==> config.mk <==
export PLATFORM = sky130hd
export DESIGN_NAME = vga_rect_fill
export DESIGN_NICKNAME = d
export VERILOG_FILES = /design/src/rtl/vga_rect_fill.sv
export SDC_FILE = /design/constraint.sdc
export NUM_CORES = 1
export LEC_CHECK = 0
export CORE_MARGIN = 5
export CORE_UTILIZATION = 54
export CTS_CLUSTER_SIZE = 20
export DETAILED_ROUTE_END_ITERATION = 8
export PLACE_DENSITY = 0.86
export RECOVER_POWER = 100
export SKIP_CTS_REPAIR_TIMING = 1
export SLEW_MARGIN = 25
export SYNTH_ARGS = -nofsm -noshare
export SYNTH_HDL_FRONTEND = slang
export SYNTH_SLANG_ARGS = --single-unit
==> constraint.sdc <==
create_clock -name clk -period 10.7 [get_ports clk]
set_input_delay 3.21 -clock clk [delete_from_list [all_inputs] [get_ports clk]]
set_output_delay 3.21 -clock clk [all_outputs]
set_load 0.01 [all_outputs]
==> src/rtl/vga_rect_fill.sv <==
// Rectangle-fill pixel generator: accepts one rectangle command, clips it to the
// active display area and streams its pixels in raster order to the VGA write port.
module vga_rect_fill #(
    parameter int H_ACTIVE      = 640,
    parameter int V_ACTIVE      = 480,
    parameter int X_WIDTH       = 10,
    parameter int Y_WIDTH       = 9,
    parameter int CHANNEL_SIZES = 8
) (
    input  logic                     clk,
    input  logic                     rst,
    input  logic                     cmd_valid,
    output logic                     cmd_ready,
    input  logic [X_WIDTH-1:0]       cmd_x,
    input  logic [X_WIDTH-1:0]       cmd_w,
    input  logic [Y_WIDTH-1:0]       cmd_y,
    input  logic [Y_WIDTH-1:0]       cmd_h,
    input  logic [CHANNEL_SIZES-1:0] cmd_r,
    input  logic [CHANNEL_SIZES-1:0] cmd_g,
    input  logic [CHANNEL_SIZES-1:0] cmd_b,
    output logic                     plot,
    input  logic                     plot_ready,
    output logic [X_WIDTH-1:0]       x_out,
    output logic [Y_WIDTH-1:0]       y_out,
    output logic [CHANNEL_SIZES-1:0] r_out,
    output logic [CHANNEL_SIZES-1:0] g_out,
    output logic [CHANNEL_SIZES-1:0] b_out,
    output logic                     busy,
    output logic                     done
);

    localparam int XW1 = X_WIDTH + 1;
    localparam int YW1 = Y_WIDTH + 1;
    localparam logic [X_WIDTH:0] H_LIMIT = XW1'(H_ACTIVE);
    localparam logic [Y_WIDTH:0] V_LIMIT = YW1'(V_ACTIVE);

    typedef enum logic [1:0] {
        IDLE = 2'd0,
        FILL = 2'd1,
        DONE = 2'd2
    } state_t;

    state_t                   state_q, state_d;
    logic                     plot_q, plot_d;
    logic [X_WIDTH-1:0]       x_q, x_d;
    logic [Y_WIDTH-1:0]       y_q, y_d;
    logic [X_WIDTH-1:0]       xStart_q, xStart_d;
    logic [X_WIDTH:0]         xEnd_q, xEnd_d;
    logic [Y_WIDTH:0]         yEnd_q, yEnd_d;
    logic [CHANNEL_SIZES-1:0] r_q, r_d;
    logic [CHANNEL_SIZES-1:0] g_q, g_d;
    logic [CHANNEL_SIZES-1:0] b_q, b_d;

    logic [X_WIDTH:0] xSum;
    logic [Y_WIDTH:0] ySum;
    logic [X_WIDTH:0] xClip;
    logic [Y_WIDTH:0] yClip;
    logic [X_WIDTH:0] xNext;
    logic [Y_WIDTH:0] yNext;
    logic             cmdEmpty;
    logic             cmdAccept;
    logic             pixelTaken;

    // End coordinates are exclusive and one bit wider than the coordinates, so x+w never wraps.
    assign xSum  = {1'b0, cmd_x} + {1'b0, cmd_w};
    assign ySum  = {1'b0, cmd_y} + {1'b0, cmd_h};
    assign xClip = (xSum > H_LIMIT) ? H_LIMIT : xSum;
    assign yClip = (ySum > V_LIMIT) ? V_LIMIT : ySum;

    assign cmdEmpty = (cmd_w == '0) || (cmd_h == '0) ||
                      ({1'b0, cmd_x} >= H_LIMIT) || ({1'b0, cmd_y} >= V_LIMIT);

    assign cmdAccept  = cmd_valid && cmd_ready;
    assign pixelTaken = plot_q && plot_ready;
    assign xNext      = {1'b0, x_q} + XW1'(1);
    assign yNext      = {1'b0, y_q} + YW1'(1);

    always_comb begin
        state_d  = state_q;
        plot_d   = plot_q;
        x_d      = x_q;
        y_d      = y_q;
        xStart_d = xStart_q;
        xEnd_d   = xEnd_q;
        yEnd_d   = yEnd_q;
        r_d      = r_q;
        g_d      = g_q;
        b_d      = b_q;

        case (state_q)
            IDLE: begin
                if (cmdAccept) begin
                    r_d      = cmd_r;
                    g_d      = cmd_g;
                    b_d      = cmd_b;
                    xStart_d = cmd_x;
                    xEnd_d   = xClip;
                    yEnd_d   = yClip;
                    if (cmdEmpty) begin
                        state_d = DONE;
                    end else begin
                        x_d     = cmd_x;
                        y_d     = cmd_y;
                        plot_d  = 1'b1;
                        state_d = FILL;
                    end
                end
            end
            FILL: begin
                // Advance only on a taken pixel so stalls hold position and colour.
                if (pixelTaken) begin
                    if (xNext < xEnd_q) begin
                        x_d = xNext[X_WIDTH-1:0];
                    end else if (yNext < yEnd_q) begin
                        x_d = xStart_q;
                        y_d = yNext[Y_WIDTH-1:0];
                    end else begin
                        plot_d  = 1'b0;
                        state_d = DONE;
                    end
                end
            end
            DONE: begin
                state_d = IDLE;
            end
            default: begin
                state_d = IDLE;
                plot_d  = 1'b0;
            end
        endcase
    end

    always_ff @(posedge clk) begin
        if (rst) begin
            state_q  <= IDLE;
            plot_q   <= 1'b0;
            x_q      <= '0;
            y_q      <= '0;
            xStart_q <= '0;
            xEnd_q   <= '0;
            yEnd_q   <= '0;
            r_q      <= '0;
            g_q      <= '0;
            b_q      <= '0;
        end else begin
            state_q  <= state_d;
            plot_q   <= plot_d;
            x_q      <= x_d;
            y_q      <= y_d;
            xStart_q <= xStart_d;
            xEnd_q   <= xEnd_d;
            yEnd_q   <= yEnd_d;
            r_q      <= r_d;
            g_q      <= g_d;
            b_q      <= b_d;
        end
    end

    assign cmd_ready = (state_q == IDLE);
    assign busy      = (state_q != IDLE);
    assign done      = (state_q == DONE);
    assign plot      = plot_q;
    assign x_out     = x_q;
    assign y_out     = y_q;
    assign r_out     = r_q;
    assign g_out     = g_q;
    assign b_out     = b_q;

endmodule

; ---- Yosys cells after proc, flatten, opt, wreduce, memory -nomap -nowiden
; Cells that the tools add are included.
[classes]
muxes = 26
n_bitwise = 1
eq_ne = 9
order_cmp = 6
n_addsub = 4
n_reduce_logical = 15
[ops]
columns = op, n
row1 = 10-bit 2-to-1 mux, 6
row2 = 9-bit 2-to-1 mux, 5
row3 = 10-bit one-hot mux with 2 select lines, 1
row4 = 9-bit one-hot mux with 2 select lines, 1
row5 = 6-bit AND reduction, 2
row6 = "10-bit by 1-bit adder with 11-bit output, second input constant", 1
row7 = 10-bit by 10-bit adder with 11-bit output, 1
row8 = "11-bit by 10-bit greater-than comparator with 1-bit output, second input constant", 1
row9 = 11-bit less-than comparator, 1
row10 = 11-bit 2-to-1 mux, 1
row11 = "9-bit by 1-bit adder with 10-bit output, second input constant", 1
row12 = 9-bit by 9-bit adder with 10-bit output, 1
row13 = "10-bit greater-or-equal comparator, second input constant", 1
row14 = "10-bit by 9-bit greater-than comparator with 1-bit output, second input constant", 1
row15 = 10-bit zero test, 1
row16 = 10-bit less-than comparator, 1
row17 = 2-bit 2-to-1 mux, 5
row18 = "2-bit inequality test, second input constant", 5
row19 = "9-bit greater-or-equal comparator, second input constant", 1
row20 = 9-bit zero test, 1
row21 = 1-bit 2-to-1 mux, 5
row22 = 5-bit AND reduction, 1
row23 = 2-bit one-hot mux with 2 select lines, 1
row24 = 4-bit AND reduction, 1
row25 = 11 further kinds, 15
[word_totals]
inputBits = 66
regBits = 77

; ---- Depth between registers and ports, before layout
; Gate-level depths: netlist of the first run.
[depth]
word_depth = 7
ltp_mapped = 14
mapped_depth_nobuf = 12

; ---- Worst setup path after synthesis of the first run
; OpenSTA, ideal clock, no wires.
[synth_timing]
path_kind = input port to flip-flop
startpoint = in cmd_y[0]
endpoint = reg yEnd_q[0]
path_stages = 9
setup_ns = 0.117
required_time_ns = 10.583
t_arrival_ns = 5.505
path_slack_ns = 5.078
path_cell_list = ha_1 > fa_1 > a211o_2 > a21o_1 > a21oi_1 > xor2_1 > or3_1 > or3_4 > a32o_1
[synth_between]
elab_chain_cells = 3
[synth_rtl]
columns = element, line
row1 = from (decl), 16  ; input logic [Y_WIDTH-1:0] cmd_y,
row2 = 9-bit by 9-bit adder with 10-bit output *, 66  ; assign ySum = {1'b0, cmd_y} + {1'b0, cmd_h};
row3 = 10-bit by 9-bit greater-than comparator with 1-bit output, 68  ; assign yClip = (ySum > V_LIMIT) ? V_LIMIT : ySum;
row4 = 10-bit 2-to-1 mux *, 68
row5 = to (signal assigned), 152  ; yEnd_q <= yEnd_d;
row6 = to (decl), 49  ; logic [Y_WIDTH:0] yEnd_q, yEnd_d;
; Mark *: on every way between the ends. The rest lies on a longest branch, timed or not.
; A chain may end at the register's enable or synchronous reset.

; ---- Worst setup path after layout of the first run
[layout_timing]
startpoint = in cmd_valid
endpoint = reg xEnd_q[6]
[layout_between]
elab_chain_cells = 2
[layout_rtl]
columns = element, line
row1 = from (decl), 12  ; input logic cmd_valid,
row2 = 1-bit logical AND, 73  ; assign cmdAccept = cmd_valid && cmd_ready;
row3 = 2-bit AND reduction (no source line), --
row4 = to (signal assigned), 151  ; xEnd_q <= xEnd_d;
row5 = to (decl), 48  ; logic [X_WIDTH:0] xEnd_q, xEnd_d;
; No other way between the ends.

==> results of run 1 <==
## routing by layer
| metal | vias up | part of all wire (%) | track usage, % |
|---|---|---|---|
| met3 | 36 | 6.4 | 6.28 |
| li1 | 2360 | - | - |
| met1 | 2279 | 41 | 29.1 |
| met5 | - | 0 | 0 |
| met2 | 161 | 50 | 44.6 |
| met4 | 0 | 2.8 | 9.81 |
## critical path: stages
cell and delay (ns):
sky130_fd_sc_hd__dlygate4sd3_1 0.60, sky130_fd_sc_hd__and2_0 0.20, sky130_fd_sc_hd__clkbuf_1 1.36, sky130_fd_sc_hd__nand2_1 0.22, sky130_fd_sc_hd__a31o_2 0.33, sky130_fd_sc_hd__nor2_1 0.25, sky130_fd_sc_hd__and2_0 0.23, sky130_fd_sc_hd__a22o_1 0.14
## through the flow
step	cells	util [%]	area, sq um	total power, W
after detailed placement	793	68.7	5940	0.000623
after global routing	809	70.9	6120	0.000888
after CTS	809	71.1	6140	0.000852
final	809	70.9	6120	0.000845
after floorplan	592	-	4760	0.000510
after global placement	793	68.7	5940	0.000613
## sequential cells by signal (all words and copies together), names as in the netlist
register / count
y_out: 9
r_out: 8
x_out: 10
state_q: 2
xEnd_q: 11
b_out: 8
g_out: 8
xStart_q: 10
yEnd_q: 10
plot: 1
## kinds of logic after synthesis
| kind of cell | count (synthesis) | synth area share [%] |
|---|---|---|
| fa+ha+maj | 42 | 11.4 |
| compound gates | 175 | 25.2 |
| flops | 77 | 32.4 |
| xor+xnor | 25 | 4.60 |
| mux | 5 | 1.05 |
| buf+inv | 56 | 4.79 |
| simple gates | 212 | 20.6 |
## worst max-delay path by stage
| stage | end | cells after the start |
|---|---|---|
| 2_1_floorplan | yEnd_q[0] | 9 |
| 3_3_place_gp | yEnd_q[0] | 10 |
| 3_5_place_dp | yEnd_q[2] | 10 |
| 4_1_cts | yEnd_q[2] | 10 |
| 5_1_grt | xEnd_q[5] | 8 |
| 6_report | xEnd_q[6] | 8 |
## report_power, final
group / leakage [nW] / switching (W) / internal [W]
Combinational: 1.81 / 0.000157 / 0.000122
Sequential: 0.632 / 0.0000226 / 0.000311
Clock: 0.103 / 0.000120 / 0.000111
Total: 2.54 / 0.000300 / 0.000544
## layout make-up
| class | instances | area [sq um] |
|---|---|---|
| fill | 704 | 2520 |
| tap | 108 | 135 |
| multi-input combinational | 459 | 2970 |
| sequential | 77 | 1540 |
| timing repair buffer | 117 | 1150 |
| clock buffer | 9 | 124 |
| clock inverter | 7 | 80.1 |
| inverter | 32 | 120 |
## layout by cell type, fill, tap and decap left out, types with 13 or more instances in the layout
cell type	Yosys	layout
sky130_fd_sc_hd__o21ai_0	18	18
sky130_fd_sc_hd__nor3_1	13	13
sky130_fd_sc_hd__a21oi_1	60	60
sky130_fd_sc_hd__xnor2_1	15	15
sky130_fd_sc_hd__clkdlybuf4s50_1	0	59
sky130_fd_sc_hd__nand3_1	14	14
sky130_fd_sc_hd__ha_1	40	40
sky130_fd_sc_hd__dfxtp_1	77	77
sky130_fd_sc_hd__dlygate4sd3_1	0	52
sky130_fd_sc_hd__inv_1	32	32
sky130_fd_sc_hd__nor2_1	29	29
sky130_fd_sc_hd__nand2_1	107	107
==> flow_results.org, run 1 <==
** Synth
- For this run, the number of Yosys warnings is 0.
- The share of synthesized area in the top cell type comes to between 30% and 40%.
- Sequential fraction of the synthesis area :: 32.4%
- Yosys mapped the design onto 65 distinct sky130hd cell types.
- After synthesis, the share of flip-flops with an asynchronous set or reset is 0%.
- Area of the mapped netlist :: between 4000 and 5000 sq um
- Synth Flop Type :: sky130_fd_sc_hd__dfxtp_1
- Gate Count Post-Synth :: approximately 590
- Among all cell types in the netlist, the one instantiated most often is sky130_fd_sc_hd__nand2_1.
- Summed over all instances, the cell type with the most area after synthesis is sky130_fd_sc_hd__dfxtp_1.
- Synth Area per Inst :: about 8 sq um
- By area the synthesized netlist is led by sky130_fd_sc_hd__dfxtp_1 (32%), sky130_fd_sc_hd__ha_1 (11%), sky130_fd_sc_hd__nand2_1 (8.4%).
- Mapped Nets :: 700
- In this run, synthesis inferred 0 flip-flops with an integrated enable.
- The commonest cells after synthesis are sky130_fd_sc_hd__nand2_1 (107), sky130_fd_sc_hd__dfxtp_1 (77), sky130_fd_sc_hd__a21oi_1 (60).
- After synthesis the netlist holds a flip-flop and latch count of a little under 80.

** Routing
- In this run the remaining antenna-violating nets after routing total 0.
- DRC violations left :: 0
- Using the TritonRoute via totals, the vias-per-cell ratio works out to 5.98.
- DRT Pass-1 Iters :: 5
- Initial DRC count :: approximately 280
- Final routed wirelength across all metal layers :: between 10 and 15 mm
- In the final routed layout, each cell accounts on average for approximately 17 um.
- The final route contains 4836 vias.

** Worst setup path
- Startpoint-to-endpoint class of the critical path :: in -> reg
- Tracing the worst setup path back leads to its startpoint at cmd_valid.
- The endpoint identified for the worst register-to-register timing path is y_out[2].
- STA classifies the critical path startpoint as an input port.
- STA classifies the critical path endpoint as a flip-flop.
- Required time at the worst-slack endpoint :: approximately 11 ns
- Measured in cells, the most critical reg-to-reg path has a length of 11.
- Critical path peak fanout :: 39
- The startpoint identified for the worst register-to-register timing path is y_out[0].
- STA puts the critical path data arrival time at between 6 and 7 ns.
- Setup slack, reg-to-reg :: 6.79 ns

** Placement
- Once detailed placement completed, the half-perimeter wirelength came to between 10 and 15 mm.
- Worst slack after detailed placement :: ~4.4 ns
- Gp weighted congestion :: about 0.92
- In this run the tool buffered the top-level ports with 112 buffer cells.

** Floorplan
- 113 I/O pins were placed.
- The total area inside the core boundary comes to roughly 8600 sq um.
- The die is slightly above 100 um wide.
- Area enclosed by the die boundary :: between 10000 and 15000 sq um
- The floorplan has 34 rows.
- For this configuration, the core starts out at a cell density of 55.1%.
- Die height :: approximately 100 um

** Clocking
- H-tree levels :: 3
- At the later pin of the worst-skew pair, clock insertion delay measures ~0.36 ns.
- Buffers inserted during clock tree synthesis total 9.
- No sink is reached through more buffers than the 2 on the longest clock path.
- Buffer type at the clock tree root :: sky130_fd_sc_hd__clkbuf_8
- Clock sink count :: slightly below 80
- TritonCTS built the clock tree.
- After clock tree synthesis, the clock-pin slew on the worst setup and hold paths is ~0.090 ns.

** Min path
- The worst hold path begins at xStart_q[9].
- The worst hold path terminates at xStart_q[9].
- Classification of the worst-slack hold path :: reg -> reg
- The worst hold path passes through 2 cells.

** Timing
- Number of hold-slack violations in the final timing report :: 0
- Final worst path period share :: between 50% and 60%
- The tightest hold path in the finished design has a slack of about 0.45 ns.
- Headroom to the max-slew limit came out at -24.9%.
- The worst path meets setup with ~4.4 ns of slack.
- RSZ-0062 raised after global routing :: no
- Tightest Pin Transition :: between 1.5 and 2 ns
- Highest attainable clock frequency :: approximately 160 MHz
- Setup violations remaining at the end of the flow were counted as 0.
- The total count of max-transition violations in the final report was 40.
- The worst path needs 6.27 ns of the cycle, external delays included.
- Between clock sinks in the finished design, the worst skew comes to about 0.017 ns.
- After routing, the total negative slack on setup checks comes to 0 ns.

** Global routing
- Antenna violations before repair :: 0
- GR Overflow Total :: 0
- Vias in the first global route :: ~4800
- Wire length of the first global-routing pass :: around 23 mm
- Entering global routing, the biggest net connects 66 pins.
- Across every metal layer, demand over resource in global routing totals about a quarter.

** Final layout
- The repair_antennas step left the layout with diodes totalling 0.
- Compared with the post-synthesis result, the final layout area differs by 28.7%.
- For this run, the post-layout net count is 804.
- Fraction of final layout cells sized beyond drive strength 1 :: 4.85%

** Power and ir drop
- IR Drop Worst-Case VDD :: approximately 77 uV
- Cell Pwr Density :: around 140 nW/um^2
- Summed over all cells, the static leakage comes to ~2.5 nW.

** Status
- Violations in the final reports :: max-capacitance violations, max-slew violations
- Outcome :: finished with violations

** Flow run
- Maximum capacitance violations :: 1
No activity file was read; power rests on OpenSTA's default activity.
==> run 2: changes to the inputs <==
--- a/config.mk
+++ b/config.mk
@@ -6,10 +6,10 @@
 export NUM_CORES = 1
 export LEC_CHECK = 0
 export CORE_MARGIN = 5
-export CORE_UTILIZATION = 54
+export CORE_UTILIZATION = 51
 export CTS_CLUSTER_SIZE = 20
 export DETAILED_ROUTE_END_ITERATION = 8
-export PLACE_DENSITY = 0.86
+export PLACE_DENSITY = 0.82
 export RECOVER_POWER = 100
 export SKIP_CTS_REPAIR_TIMING = 1
 export SLEW_MARGIN = 25
==> constraint.sdc (replaced) <==
create_clock -name clk -period 6.5 [get_ports clk]
set_input_delay 1.95 -clock clk [delete_from_list [all_inputs] [get_ports clk]]
set_output_delay 1.95 -clock clk [all_outputs]
set_load 0.01 [all_outputs]
==> flow_results.org, run 2 (synthesized netlist as in run 1, its figures left out) <==
** Status
- Outcome: complete, no violations (was finished with violations).

** Clocking
- Number of buffers on the longest clock path :: 2 (unchanged)
- The clock buffer count from CTS came to 9 (unchanged).
- The number of sinks on the clock net came to 77 (unchanged).
- TritonCTS clock tree :: yes (unchanged)
- H-tree levels :: 3 (unchanged)
- The buffer type at the clock tree root was sky130_fd_sc_hd__clkbuf_8 (unchanged).
- The source-to-sink clock delay at the later pin of the worst-skew pair is 0.35 ns (was 0.36 ns).
- The clock-pin slew on the worst setup and hold paths was 0.09 ns (about the same).

** Final layout
- Commonest non-fill, non-tap cells in the layout: sky130_fd_sc_hd__nand2_1 (107), sky130_fd_sc_hd__dfxtp_1 (77), sky130_fd_sc_hd__clkdlybuf4s50_1 (61) (was sky130_fd_sc_hd__nand2_1 (107), sky130_fd_sc_hd__dfxtp_1 (77), sky130_fd_sc_hd__a21oi_1 (60)).
- The most frequent standard cell in the layout excluding fill and tap cells was sky130_fd_sc_hd__nand2_1 (unchanged).
- Largest register by flop count :: xEnd_q (unchanged)
- Flip-flop count of the largest register after layout :: 11 (unchanged)
- The number of diodes was 0 (unchanged).
- The layout overhead on the synthesized area is 28.2% (was 28.7%).
- Fraction of final layout cells sized beyond drive strength 1 :: 4.85% (unchanged)
- The number of nets in the layout came to 804 (unchanged).
- The final instance area came to 6100 sq um (was 6120 sq um).

** Worst setup path
- Number of cell instances on the worst register-to-register path :: 11 (unchanged)
- The worst-case register-to-register setup slack was 2.44 ns (was 6.79 ns).
- Slowest cell on the critical path :: sky130_fd_sc_hd__and2_0 (was sky130_fd_sc_hd__clkbuf_1)
- The largest driver fanout on the critical path came to 27 (was 39).
- Startpoint-to-endpoint class of the critical path :: in -> reg (unchanged)
- Endpoint arrival time on the critical path :: 5.50 ns (was 6.57 ns)
- The largest delay contributor family on the critical path is simple AND/OR/NAND/NOR gates (was buffers and inverters).
- The kind of start point of the critical path is an input port (unchanged).
- The logic depth of the worst path, buffers included is 7 (was 8).
- The reg-to-reg critical path endpoint is y_out[2] (unchanged).
- Cell-by-cell listing of the critical path :: dlygate4sd3_1 > and2_0 > nand4_1 > nand2_1 > o221a_1 > o21ai_0 > a32o_1 (was dlygate4sd3_1 > and2_0 > clkbuf_1 > nand2_1 > a31o_2 > nor2_1 > and2_0 > a22o_1)
- Delay of the slowest critical-path stage :: 1.04 ns (was 1.36 ns)
- Crit. End Element :: flip-flop (unchanged)
- Start point of the critical path :: cmd_valid (unchanged)
- The count of buffering cells on the critical path with inverters included is 1 (was 2).
- Capture point of the worst path :: y_out[2] (was xEnd_q[6])
- The data required time at the worst endpoint was 6.75 ns (was 11.00 ns).
- The start of the worst register-to-register path is y_out[0] (unchanged).

** Floorplan
- The total I/O pin count was 113 (unchanged).
- Die height :: 107 um (was 104 um)
- Starting Density :: 52.0% (was 55.1%)
- The area of the core was 9150 sq um (was 8640 sq um).
- Die Width :: 107 um (was 104 um)
- Area enclosed by the die boundary :: 11400 sq um (was 10800 sq um)
- Cell Rows :: 35 (was 34)

** Timing
- Worst hold margin :: 0.452 ns (about the same)
- Final count of pins violating max slew :: 0 (was 40)
- Time the worst path needs with I/O delays and setup :: 5.24 ns
- The setup skew after layout was 0.0155 ns (was 0.0166 ns).
- The final critical path takes up between 80% and 90% of the cycle.
- Total negative slack for setup checks :: 0 ns (unchanged)
- For this run, the top clock speed supported by timing is ~190 MHz.
- RSZ-0062 raised after global routing: no (unchanged).
- Relative slew slack :: 10.2% (was -24.9%)
- Number of setup violations in the final report :: 0 (unchanged)
- The final number of hold-violating endpoints came to 0 (unchanged).
- The transition at the pin with the smallest max-transition slack was 1.35 ns (was 1.87 ns).

** Global routing
- Vias in the first global route :: 4859 (was 4758)
- The met2 track utilization from global routing came to 43.1% (was 44.6%).
- Pin count of the biggest net entering global routing :: 50 (was 66)
- The global-route met3 utilization was 5.53% (was 6.28%).
- Total routing usage reported by global routing :: 24.6% (was 25.3%)
- Wire length of the first global-routing pass :: 22.8 mm (was 22.9 mm)
- The initial antenna violation count is 0 (unchanged).
- The met1 capacity usage during global routing is 28.7% (was 29.1%).
- GR Overflow Total :: 0 (unchanged)
- The global-route layer with the greatest usage is met2 (unchanged).

** Placement
- The count of input and output buffers was 112 (unchanged).
- Gp weighted congestion :: 0.950 (was 0.918)
- Placed cell area :: 5940 sq um (about the same)
- The detailed placement HPWL came to 10.9 mm (was 10.6 mm).

** Routing
- Initial DRC count :: 299 (was 284)
- Avg Vias per Cell :: 5.95 (was 5.98)
- The routed length per placed instance was 17.4 um (was 17.5 um).
- The total number of vias is 4835 (was 4836).
- The number of antenna-violating nets in the routed design is 0 (unchanged).
- DRC violations left :: 0 (unchanged)
- Final routed wirelength across all metal layers :: 14.1 mm (about the same)
- The first-pass detailed-route iteration total was 5 (unchanged).

** Flow run
- Maximum capacitance violations :: 0 (was 1)

** Min path
- Classification of the worst-slack hold path :: reg -> reg (unchanged)

** Power and ir drop
- The power per standard cell area is 221 nW/um^2 (was 138 nW/um^2).
- IR Drop Worst-Case VDD :: 109 uV (was 76.6 uV)
- Static leakage power :: 2.53 nW (was 2.54 nW)
==> run 2: changes by cell type in the layout (fill, tap and decap cells not counted) <==
| cell | before | now |
|---|---|---|
| sky130_fd_sc_hd__and2_0 | 3 | 4 |
| sky130_fd_sc_hd__and2_1 | 4 | 3 |
| sky130_fd_sc_hd__bufinv_16 | 1 | 0 |
| sky130_fd_sc_hd__clkinv_2 | 1 | 2 |
| sky130_fd_sc_hd__dlygate4sd3_1 | 52 | 50 |
| sky130_fd_sc_hd__clkdlybuf4s50_1 | 59 | 61 |
==> run 2: how the worst min path moves through the flow <==
stage | start | end | slack [ns] | cells after the start
after CTS | xStart_q[8] | xStart_q[8] | 0.45 | 2
after detailed placement | xStart_q[8] | xStart_q[8] | 0.44 | 2
final | xStart_q[5] | xStart_q[5] | 0.45 | 2
after global placement | xEnd_q[3] | xEnd_q[3] | 0.43 | 2
after global routing | xStart_q[5] | xStart_q[5] | 0.47 | 2
after floorplan | xEnd_q[3] | xEnd_q[3] | 0.42 | 2
==> run 2: layer usage <==
layer  vias to the layer above  share of wire (%)
li1                       2356                  -
met5                         -                  0
met3                        37                7.0
met4                         0                3.0
met1                      2242                 41
met2                       200                 49
==> run 2: cell type report <==
| type | instances | area [sq um] |
|---|---|---|
| clock inverters | 7 | 55.1 |
| flip-flops and latches | 77 | 1540 |
| multi-input cells | 459 | 2970 |
| fillers | 753 | 3050 |
| clock buffers | 9 | 124 |
| inverters | 32 | 120 |
| well taps | 111 | 139 |
| repair buffers | 117 | 1150 |
==> run 2: stage by stage <==
step,cells,power (W),util (%),worst slack [ns]
after floorplan,592,0.000840,-,2.14
after CTS,812,0.00136,66.9,1.92
after detailed placement,796,0.00103,64.9,1.57
after global placement,796,0.00101,64.9,1.62
after global routing,812,0.00143,66.6,1.01
final,812,0.00135,66.6,1.26
==> run 2: power breakdown <==
part / total, W / switching [W] / internal, W / leakage, nW
clock network: 0.000335 / 0.000191 / 0.000144 / 0.0923
logic: 0.000464 / 0.000262 / 0.000202 / 1.80
registers: 0.000549 / 0.0000377 / 0.000511 / 0.632
total: 0.00135 / 0.000491 / 0.000857 / 2.53
==> run 2: worst register-to-register path, stage by stage (launching register included) <==
cell and delay, ns:
sky130_fd_sc_hd__dfxtp_1 0.59, sky130_fd_sc_hd__ha_1 0.33, sky130_fd_sc_hd__and3_1 0.20, sky130_fd_sc_hd__and3_1 0.26
sky130_fd_sc_hd__nand3_1 0.13, sky130_fd_sc_hd__xnor2_1 0.22, sky130_fd_sc_hd__ha_1 0.28, sky130_fd_sc_hd__a21o_1 0.16
sky130_fd_sc_hd__a211oi_1 0.61, sky130_fd_sc_hd__o221a_1 0.70, sky130_fd_sc_hd__o21ai_0 0.19, sky130_fd_sc_hd__a32o_1 0.29
==> run 3: changes to the inputs <==
==> constraint.sdc (replaced) <==
create_clock -name clk -period 4.94 [get_ports clk]
set_input_delay 1.482 -clock clk [delete_from_list [all_inputs] [get_ports clk]]
set_output_delay 1.482 -clock clk [all_outputs]
set_load 0.01 [all_outputs]
==> flow_results.org, run 3 (synthesized netlist as in run 1, its figures left out) <==
** Timing
- Tightest Pin Transition :: 0.979 ns (was 1.35 ns)
- The final-layout worst hold slack is 0.452 ns (about the same).
- The normalized max-slew margin was 34.5% (was 10.2%).
- Final worst path period share :: a little under nine tenths
- Fin worst setup slack :: 0.712 ns (was 1.26 ns)
- The total count of max-transition violations in the final report came to 0 (unchanged).
- RSZ-0062 raised after global routing: no (unchanged).
- For this run, the top clock speed supported by timing is 237 MHz.
- Time the worst path needs with I/O delays and setup :: between 4 and 5 ns
- The final total negative setup slack is 0 ns (unchanged).
- Number of hold-slack violations in the final timing report :: 0 (unchanged)
- Number of setup violations in the final report :: 0 (unchanged)
- Worst Clk Skew :: 0.0162 ns (was 0.0155 ns)

** Floorplan
- The die extent in x came to 107 um (unchanged).
- Total core area :: 9150 sq um (unchanged)
- The total I/O pin count is 113 (unchanged).
- Starting Density :: 52.0% (unchanged)
- The site row count was 35 (unchanged).
- The height of the die is 107 um (unchanged).
- The floorplan die area is 11400 sq um (unchanged).

** Worst setup path
- Category of the worst setup path launch point :: input port (unchanged)
- Launching point of the worst reg2reg path :: y_out[0] (unchanged)
- Startpoint-to-endpoint class of the critical path :: in -> reg (unchanged)
- Crit. End Element :: flip-flop (unchanged)
- Crit Reg-Reg Endpoint :: y_out[2] (unchanged)
- Setup slack, reg-to-reg :: 0.95 ns (was 2.44 ns)
- The number of cells on the worst reg-to-reg path is 11 (unchanged).
- Required time at the worst-slack endpoint :: 5.20 ns (was 6.75 ns)
- Critical path peak fanout :: 4 (was 27)
- Endpoint arrival time on the critical path :: 4.48 ns (was 5.50 ns)

** Final layout
- The area of the multi-input gates was 2970 sq um (about the same).
- The number of flip-flops under the largest register name came to 11 (unchanged).
- The layout overhead on the synthesized area was 28.9% (was 28.2%).
- The most frequent standard cell in the layout excluding fill and tap cells is sky130_fd_sc_hd__nand2_1 (unchanged).
- The number of nets in the layout is 804 (unchanged).
- The fraction of layout cells with a size suffix above 1 is 4.99% (was 4.85%).
- The count of non-filler cells in the finished layout came to 812 (unchanged).
- Commonest non-fill, non-tap cells in the layout :: sky130_fd_sc_hd__nand2_1 (107), sky130_fd_sc_hd__dfxtp_1 (77), sky130_fd_sc_hd__clkdlybuf4s50_1 (61) (unchanged)
- Filler cells :: 780 (was 753)
- Antenna Diode Count :: 0 (unchanged)
- FF/Latch Area :: 1540 sq um (unchanged)
- The register with the highest flop count is xEnd_q (unchanged).

** Clocking
- H-tree levels :: 3 (unchanged)
- Clk slew on worst S/H paths :: 0.10 ns (was 0.09 ns)
- The clock buffer count from CTS is 9 (unchanged).
- The buffer type at the clock tree root is sky130_fd_sc_hd__clkbuf_8 (unchanged).
- The number of sinks on the clock net came to 77 (unchanged).
- Number of buffers on the longest clock path :: 2 (unchanged)
- The source-to-sink clock delay at the later pin of the worst-skew pair came to 0.36 ns (was 0.35 ns).
- TritonCTS clock tree :: yes (unchanged)

** Min path
- Terminating pin of the worst hold path :: xStart_q[7] (was xStart_q[5])
- Startpoint of the lowest-slack hold path :: xStart_q[7] (was xStart_q[5])
- Min-Delay Path Depth :: 2 (unchanged)
- The path class of the lowest-slack min-delay path is reg -> reg (unchanged).

** Routing
- DRC violations left :: 0 (unchanged)
- Avg Vias per Cell :: 5.96 (was 5.95)
- DRT Pass-1 Iters :: 6 (was 5)
- Vias :: 4841 (was 4835)
- The total wirelength of the detailed-routed design came to 14.2 mm (was 14.1 mm).
- The number of antenna-violating nets in the routed design is 0 (unchanged).
- Routed len/inst :: 17.5 um (was 17.4 um)
- The number of violations reported at the end of detailed-routing iteration 0 is 294 (was 299).

** Power and ir drop
- The static leakage power was 2.54 nW (was 2.53 nW).
- The maximum resistive drop on vdd came to 150 uV (was 109 uV).
- Cell Pwr Density :: 300 nW/um^2 (was 221 nW/um^2)

** Placement
- DP Wirelength :: 10.7 mm (was 10.9 mm)
- Port Buffers :: 112 (unchanged)
- The cell total after placement was 796 (unchanged).
- The setup slack at placement came to 0.439 ns (was 1.57 ns).
- The last weighted congestion value of the routability-driven placer is 0.956 (was 0.950).

** Global routing
- GR Overflow Total :: 0 (unchanged)
- The initial antenna violation count is 0 (unchanged).
- Vias in the first global route :: 4945 (was 4859)
- Pin count of the biggest net entering global routing :: 48 (was 50)
- Wire length of the first global-routing pass :: 23.3 mm (was 22.8 mm)
- The aggregate global-route resource usage is 25.2% (was 24.6%).

** Flow run
- Maximum capacitance violations :: 0 (unchanged)

** Status
- Outcome :: complete, no violations (unchanged)
-- run 3: cell types whose count changed in the layout (fill, tap and decap cells not counted), sizes merged --
cell    before  now
buf          5    6
clkbuf      10    9
bufinv       0    1
clkinv       2    1
-- run 3: final cells by class --
type / count / share of cell area [%]
clock buffer: 9 / 2.02
clock inverter: 7 / 1.31
inverter: 32 / 1.96
multi-input combinational: 459 / 48.5
sequential: 77 / 25.2
tap: 111 / 2.27
timing repair buffer: 117 / 18.8
-- run 3: how the worst max path moves through the flow --
stage / from / to / slack (ns) / depth (start not counted)
after global routing: cmd_y[1] / yEnd_q[2] / 0.61 / 9
after global placement: cmd_y[0] / yEnd_q[0] / 0.52 / 10
after detailed placement: cmd_y[0] / yEnd_q[2] / 0.44 / 10
after floorplan: cmd_y[0] / yEnd_q[1] / 1.05 / 9
final: cmd_y[1] / yEnd_q[2] / 0.71 / 9
after CTS: cmd_y[0] / yEnd_q[2] / 0.82 / 10
-- run 3: layer usage --
| layer | up-vias | share of wire (%) | track usage, % |
|---|---|---|---|
| met5 | - | 0 | 0 |
| met4 | 0 | 3.3 | 10.4 |
| met3 | 38 | 7.2 | 5.95 |
| met2 | 189 | 49 | 43.0 |
| met1 | 2254 | 41 | 30.3 |
| li1 | 2360 | - | - |
-- run 3: metrics by stage --
stage          cell area, sq um  util [%]  total power [W]
2_1_floorplan              4760         -          0.00110
3_5_place_dp               5940      64.9          0.00135
5_1_grt                    6130      67.0          0.00195
4_1_cts                    6140      67.1          0.00186
6_report                   6130      67.0          0.00184
3_3_place_gp               5940      64.9          0.00133
-- run 3: power breakdown --
| group | total (W) | internal, W | switching [W] |
|---|---|---|---|
| clock | 0.000505 | 0.000242 | 0.000264 |
| combinational | 0.000611 | 0.000265 | 0.000346 |
| sequential | 0.000722 | 0.000673 | 0.0000493 |
| total | 0.00184 | 0.00118 | 0.000659 |
-- run 3: critical path, stage by stage --
cell	delay, ns
sky130_fd_sc_hd__dlygate4sd3_1	0.61
sky130_fd_sc_hd__ha_1	0.34
sky130_fd_sc_hd__a211oi_1	0.28
sky130_fd_sc_hd__o21bai_2	0.13
sky130_fd_sc_hd__o2111ai_1	0.22
sky130_fd_sc_hd__o311ai_0	0.26
sky130_fd_sc_hd__or3_1	0.44
sky130_fd_sc_hd__or3_1	0.43
sky130_fd_sc_hd__a32o_1	0.29
